==> src/rtl/load_store_unit_pkg.sv <==
// Shared constants for the load/store unit: word/memory sizes, access-size
// encodings, FSM state encoding and the alignment rule used by the lane logic.
package load_store_unit_pkg;

  localparam int WORD_LEN     = 32;
  localparam int DataMEM_SIZE = 1024;

  localparam logic [1:0] LSU_SIZE_B = 2'b00;
  localparam logic [1:0] LSU_SIZE_H = 2'b01;
  localparam logic [1:0] LSU_SIZE_W = 2'b10;

  typedef enum logic {
    LSU_IDLE  = 1'b0,
    LSU_WRITE = 1'b1
  } lsu_state_e;

  // Half needs an even byte address, word needs a word-aligned one; 2'b11 is never legal.
  function automatic logic lsu_misaligned(input logic [1:0] size, input logic [1:0] lane);
    logic bad;
    case (size)
      LSU_SIZE_B: bad = 1'b0;
      LSU_SIZE_H: bad = lane[0];
      LSU_SIZE_W: bad = (lane != 2'b00);
      default:    bad = 1'b1;
    endcase
    return bad;
  endfunction

endpackage

==> src/rtl/load_store_unit_lane_align.sv <==
// Little-endian lane steering: extracts/extends load data from a memory word and
// merges sub-word store data into a memory word for read-modify-write.
module lsu_lane_align
  import load_store_unit_pkg::*;
(
  input  logic [1:0]          i_size,
  input  logic [1:0]          i_lane,
  input  logic                i_unsigned,
  input  logic [WORD_LEN-1:0] i_mem_word,
  input  logic [15:0]         i_st_data,
  output logic [WORD_LEN-1:0] o_ld_data,
  output logic [WORD_LEN-1:0] o_st_merge,
  output logic                o_misaligned
);

  logic [7:0]  byte_sel;
  logic [15:0] half_sel;
  logic        sign_bit;

  always_comb begin
    case (i_lane)
      2'd0:    byte_sel = i_mem_word[7:0];
      2'd1:    byte_sel = i_mem_word[15:8];
      2'd2:    byte_sel = i_mem_word[23:16];
      default: byte_sel = i_mem_word[31:24];
    endcase
    half_sel = i_lane[1] ? i_mem_word[31:16] : i_mem_word[15:0];
  end

  always_comb begin
    sign_bit  = 1'b0;
    o_ld_data = i_mem_word;
    case (i_size)
      LSU_SIZE_B: begin
        sign_bit  = ~i_unsigned & byte_sel[7];
        o_ld_data = {{24{sign_bit}}, byte_sel};
      end
      LSU_SIZE_H: begin
        sign_bit  = ~i_unsigned & half_sel[15];
        o_ld_data = {{16{sign_bit}}, half_sel};
      end
      default: o_ld_data = i_mem_word;
    endcase
  end

  // Word stores bypass the merge path, so only byte and half lanes are replaced.
  always_comb begin
    o_st_merge = i_mem_word;
    case (i_size)
      LSU_SIZE_B: begin
        case (i_lane)
          2'd0:    o_st_merge[7:0]   = i_st_data[7:0];
          2'd1:    o_st_merge[15:8]  = i_st_data[7:0];
          2'd2:    o_st_merge[23:16] = i_st_data[7:0];
          default: o_st_merge[31:24] = i_st_data[7:0];
        endcase
      end
      LSU_SIZE_H: begin
        if (i_lane[1]) o_st_merge[31:16] = i_st_data;
        else           o_st_merge[15:0]  = i_st_data;
      end
      default: o_st_merge = i_mem_word;
    endcase
  end

  assign o_misaligned = lsu_misaligned(i_size, i_lane);

endmodule

==> src/rtl/load_store_unit.sv <==
// Load/store unit between the core execute stage and the word-only data memory.
// Loads complete in one cycle; sub-word stores read-modify-write over two cycles.
module load_store_unit #(
  parameter int WORD_LEN  = load_store_unit_pkg::WORD_LEN,
  parameter int MEM_DEPTH = load_store_unit_pkg::DataMEM_SIZE,
  parameter int ADDR_W    = $clog2(MEM_DEPTH) + 2
) (
  input  logic                i_CLK,
  input  logic                i_RSTN,
  input  logic                i_Req,
  input  logic                i_We,
  input  logic [1:0]          i_Size,
  input  logic                i_Unsigned,
  input  logic [ADDR_W-1:0]   i_Addr,
  input  logic [WORD_LEN-1:0] i_WData,
  output logic                o_Ready,
  output logic                o_RValid,
  output logic [WORD_LEN-1:0] o_RData,
  output logic                o_Err,
  output logic                o_MemRead,
  output logic                o_MemWrite,
  output logic [ADDR_W-3:0]   o_MemAddr,
  output logic [WORD_LEN-1:0] o_MemWData,
  input  logic [WORD_LEN-1:0] i_MemRData
);
  import load_store_unit_pkg::*;

  // Handshake: a request is taken when i_Req && o_Ready; an unaccepted request
  // must be held by the core, and o_RValid/o_Err are single-cycle pulses.
  lsu_state_e          state_q, state_d;
  logic [ADDR_W-3:0]   r_addr_q, r_addr_d;
  logic [WORD_LEN-1:0] r_merge_q, r_merge_d;
  logic [WORD_LEN-1:0] rdata_q, rdata_d;
  logic                rvalid_q, rvalid_d;
  logic                err_q, err_d;

  logic                accept;
  logic [ADDR_W-3:0]   word_addr;
  logic [WORD_LEN-1:0] ld_data;
  logic [WORD_LEN-1:0] st_merge;
  logic                misaligned;

  lsu_lane_align u_lane_align (
    .i_size       (i_Size),
    .i_lane       (i_Addr[1:0]),
    .i_unsigned   (i_Unsigned),
    .i_mem_word   (i_MemRData),
    .i_st_data    (i_WData[15:0]),
    .o_ld_data    (ld_data),
    .o_st_merge   (st_merge),
    .o_misaligned (misaligned)
  );

  assign o_Ready   = (state_q == LSU_IDLE);
  assign accept    = i_Req && o_Ready;
  assign word_addr = i_Addr[ADDR_W-1:2];

  always_comb begin
    state_d    = state_q;
    r_addr_d   = r_addr_q;
    r_merge_d  = r_merge_q;
    rdata_d    = rdata_q;
    rvalid_d   = 1'b0;
    err_d      = 1'b0;
    o_MemRead  = 1'b0;
    o_MemWrite = 1'b0;
    o_MemAddr  = '0;
    o_MemWData = '0;
    case (state_q)
      LSU_IDLE: begin
        if (accept) begin
          if (misaligned) begin
            err_d = 1'b1;
          end else if (!i_We) begin
            o_MemRead = 1'b1;
            o_MemAddr = word_addr;
            rdata_d   = ld_data;
            rvalid_d  = 1'b1;
          end else if (i_Size == LSU_SIZE_W) begin
            o_MemWrite = 1'b1;
            o_MemAddr  = word_addr;
            o_MemWData = i_WData;
          end else begin
            // Read half of the RMW: capture the merged word, write it next cycle.
            o_MemRead = 1'b1;
            o_MemAddr = word_addr;
            r_addr_d  = word_addr;
            r_merge_d = st_merge;
            state_d   = LSU_WRITE;
          end
        end
      end
      LSU_WRITE: begin
        o_MemWrite = 1'b1;
        o_MemAddr  = r_addr_q;
        o_MemWData = r_merge_q;
        state_d    = LSU_IDLE;
      end
    endcase
  end

  // Async reset drops state to IDLE immediately, so a pending RMW write never fires.
  always_ff @(posedge i_CLK or negedge i_RSTN) begin
    if (!i_RSTN) begin
      state_q   <= LSU_IDLE;
      r_addr_q  <= '0;
      r_merge_q <= '0;
      rdata_q   <= '0;
      rvalid_q  <= 1'b0;
      err_q     <= 1'b0;
    end else begin
      state_q   <= state_d;
      r_addr_q  <= r_addr_d;
      r_merge_q <= r_merge_d;
      rdata_q   <= rdata_d;
      rvalid_q  <= rvalid_d;
      err_q     <= err_d;
    end
  end

  assign o_RValid = rvalid_q;
  assign o_RData  = rdata_q;
  assign o_Err    = err_q;

endmodule
==> config.mk <==
export PLATFORM = sky130hd
export DESIGN_NAME = load_store_unit
export DESIGN_NICKNAME = d
export VERILOG_FILES = /design/src/rtl/load_store_unit_pkg.sv /design/src/rtl/load_store_unit_lane_align.sv /design/src/rtl/load_store_unit.sv
export SDC_FILE = /design/constraint.sdc
export NUM_CORES = 1
export LEC_CHECK = 0
export CORE_MARGIN = 2
export CORE_UTILIZATION = 50
export CTS_BUF_LIST = sky130_fd_sc_hd__clkbuf_8 sky130_fd_sc_hd__clkbuf_16
export DETAILED_ROUTE_END_ITERATION = 10
export PLACE_DENSITY = 0.93
export SYNTH_ARGS = -nofsm -noshare
export SYNTH_HDL_FRONTEND = slang
export SYNTH_HIERARCHICAL = 1
export SYNTH_SLANG_ARGS = --single-unit
==> constraint.sdc <==
create_clock -name i_CLK -period 6.1 [get_ports i_CLK]
set_clock_uncertainty 0.1 [all_clocks]
set_input_delay 1.22 -clock i_CLK [delete_from_list [all_inputs] [get_ports i_CLK]]
set_output_delay 1.22 -clock i_CLK [all_outputs]
set_load 0.02 [all_outputs]
==> summary.txt <==
Sequential share of the synthesized area: 38.2%
Yosys warns: 6
Largest net degree at the start of global routing: 78
DP HPWL: 10800 um
Cell count after synthesis: 463
Final hold violation count: 0
Grt ovf: 0
Final worst path period need: 5.27 ns
Initial antenna violation count: 0
Final core occ: 70.0%
DIE AREA: 10900 um2
Nets@finish: 677
ANT cells: 0
Row count: 36
Post-DRT Antenna Nets: 0
Avg WL per Cell: 20.7 um
Die width: 104 um
CTS tree: done
Slew margin rel.: 36.5%
Synthesis-to-layout area growth: 35.6%
Tot Pwr: 1800 uW
Post-synth design cell area: 5040 um2
Sink Count: 77
CP Class: primary input to output port
Worst skew pair latency: 0.36 ns
Switching Fraction: 31.3%
Die height: 104 um
P_int: 1240 uW
Post-Synth XOR/XNOR Area: 0%
Total CTS buffers: 9
Number of enable flip-flop cells after synthesis: 0
Reg power frac: 40.1%
Final Max Slew Viols: 0
Vias per std cell: 6.29
Post-CTS sizing: 0
Initial Utilization: 51.6%
Hold-fix buffers, CTS: 0
RSZ-0062 raised after global routing: false
Worst Path Arrival: 3.95 ns
H-tree Lvls: 3
Pleak: 0.00279 uW
Wirelength, routed: 15100 um
First-pass iteration count of the detailed router: 6
RD Place Congestion: 0.900
Clk slew on worst S/H paths: 0.08 ns
Mapped Nets: 546
Core Box Area: 9770 um2
GRT Resource Usage Total: 28.0%
Layout fillers: 702
Starting DRT DRC Count: 641
#FFs+latches synth: 77
Worst Path Required: 4.78 ns
Cells along the critical path: clkdlybuf4s50_1 -> inv_1 -> a21oi_1 -> nor3b_4 -> buf_4 -> and4b_1 -> buf_4 -> a22o_1 -> clkdlybuf4s50_1
CP startpoint kind: primary input
Post-synth top flop: dfrtp_1
Clock network fraction of total power: 25.9%
Switching power: 563 uW
First-pass GRT wire length: 24300 um
CP max stage delay: 0.62 ns
Simple-Gate Fraction of Synth Area: 7.74%
Asr flop ratio synth: 100%
Sequential Area: 1930 um2
Complex-gate fraction of the synthesized area: 23.4%
Status: completed
Crit path max-delay cell type: clkdlybuf4s50_1
Clock Path Buffers: 2
Setup-failing EPs final: 0
Vias in the first global route: 4570
Port Buf Inserts: 161
Share of layout cells above drive strength 1: 15.6%
Fin crit share: 86.5%
Drc violations: 0
CP Max Fanout: 33
Via count: 4601
Worst-Margin Slew: 0.952 ns
IO Pins: 162
Synth cell types: 42
Gate power share: 34.0%
Maximum vdd drop: 0.123 mV
Proportion of synthesized area in mux cells: 24.3%
Critical path capture point type: output port
Max capacitance violation total: 0
PwrDens: 263 nW/um2
Hold Crit Class: flip-flop to flip-flop
Post-synthesis adder-cell area fraction: 0%
Main combinational cell family by area after synthesis: multiplexers
Synth Area per Inst: 10.9 um2
Setup bufs post-CTS: 0
Setup TNS: 0 ns
Multi-input gate area: 2790 um2
Peak Freq: 0.190 GHz
Root Driver: clkbuf_8
Final Hold Slack: 0.400 ns
-- per-layer routing --
metal / routed length [um] / vias up / track usage (%)
met5: 0 / - / 0
met4: 480 / 0 / 11.1
met3: 1250 / 49 / 6.33
met2: 7240 / 283 / 44.4
met1: 6150 / 2233 / 37.1
li1: - / 2036 / -
-- power by group through the flow --
stage	clock network, uW	logic, uW	registers, uW
floorplan	0	262	781
global placement	0	590	722
detailed placement	0	609	730
CTS	471	613	721
global route	493	649	737
finish	466	613	722
-- Yosys cell counts, types with 2 or more instances --
cell / instances / share of area [%]
buf_6: 5 / 1.1
o221ai_1: 7 / 1.2
nor2_1: 11 / 0.82
nor3b_4: 2 / 0.74
or3_1: 7 / 0.87
inv_1: 15 / 1.1
a31oi_1: 2 / 0.25
or2_2: 2 / 0.25
clkbuf_2: 2 / 0.20
a211oi_1: 14 / 2.1
o22ai_1: 16 / 2.0
dfrtp_1: 77 / 38
and4b_1: 2 / 0.40
nand2b_1: 3 / 0.37
clkbuf_1: 20 / 1.5
mux2i_1: 3 / 0.60
a21oi_1: 9 / 0.89
a221oi_1: 9 / 1.6
o211a_1: 7 / 1.4
mux2_1: 39 / 8.7
o21a_1: 2 / 0.30
mux2_2: 51 / 11
buf_2: 15 / 1.5
mux4_2: 8 / 3.6
a22o_1: 50 / 8.7
o211ai_1: 6 / 0.89
buf_4: 6 / 0.89
a221o_1: 7 / 1.4
o21ai_0: 19 / 1.9
nand2_1: 19 / 1.4
nor2b_1: 17 / 2.1
-- cell families after synthesis --
logic type	Yosys count
AOI/OAI and AO/OA	153
muxes	101
DFF	77
and+or+nand+nor	67
buffers and inverters	65
-- worst max-delay path, delay by kind of cell --
kind	cells	cell delay (ns)
buf+inv	5	1.90
simple gates	2	0.41
compound gates	2	0.40
-- per-stage QoR --
| stage | setup WS [ns] | cell area, um2 | instances |
|---|---|---|---|
| 2_1_floorplan | 1.66 | 5040 | 463 |
| 5_1_grt | 0.663 | 6840 | 731 |
| 6_report | 0.826 | 6840 | 731 |
| 3_5_place_dp | 0.841 | 6610 | 716 |
| 4_1_cts | 0.832 | 6840 | 731 |
| 3_3_place_gp | 0.929 | 6610 | 716 |
-- final cells by class --
cell class	instances	area share, %
inverter	16	0.878
clock inverter	6	1.63
clock buffer	9	1.81
sequential	77	28.2
timing repair buffer	169	24.3
multi-input combinational	321	40.8
tap	133	2.43
-- path summary, 6_finish.rpt --
| path | end | depth (start not counted) | slack [ns] | start |
|---|---|---|---|---|
| min in group asynchronous | o_RData[5]$_DFFE_PN0P_ | 1 | 0.90 | i_RSTN |
| setup / recovery | o_MemWData[11] | 9 | 0.83 | i_Size[0] |
| hold / removal | r_addr_q[7]$_DFFE_PN0P_ | 1 | 0.40 | r_addr_q[7]$_DFFE_PN0P_ |
| max in group asynchronous | r_merge_q[27]$_DFFE_PN0P_ | 1 | 4.38 | i_RSTN |
| hold reg to reg | r_addr_q[7]$_DFFE_PN0P_ | 1 | 0.40 | r_addr_q[7]$_DFFE_PN0P_ |
| setup reg to reg | r_merge_q[5]$_DFFE_PN0P_ | 5 | 3.69 | state_q$_DFF_PN0_ |
-- placed cells by master, fill, tap and decap left out, types with 2 or more instances in the layout --
cell type / netlist / layout
a211oi_1: 14 / 14
a21oi_1: 9 / 9
a221o_1: 7 / 7
a221oi_1: 9 / 9
a22o_1: 50 / 50
a31oi_1: 2 / 2
and4b_1: 2 / 2
buf_2: 15 / 2
buf_4: 6 / 9
bufinv_16: 0 / 3
clkbuf_8: 0 / 9
clkdlybuf4s50_1: 0 / 158
dfrtp_1: 77 / 77
inv_1: 15 / 15
mux2_1: 39 / 39
mux2_2: 51 / 51
mux2i_1: 3 / 3
mux4_2: 8 / 8
nand2_1: 19 / 19
nand2b_1: 3 / 3
nor2_1: 11 / 11
nor2b_1: 17 / 17
nor3b_4: 2 / 2
o211a_1: 7 / 7
o211ai_1: 6 / 6
o21a_1: 2 / 2
o21ai_0: 19 / 19
o221ai_1: 7 / 7
o22ai_1: 16 / 16
or2_2: 2 / 2
or3_1: 7 / 7
-- flip-flops by register name, summed over array words and instances, names as in the netlist --
name,cells
o_RData,32
r_merge_q,32
r_addr_q,10
o_Err,1
o_RValid,1
state_q,1
Power figures use the tool's default switching activity.
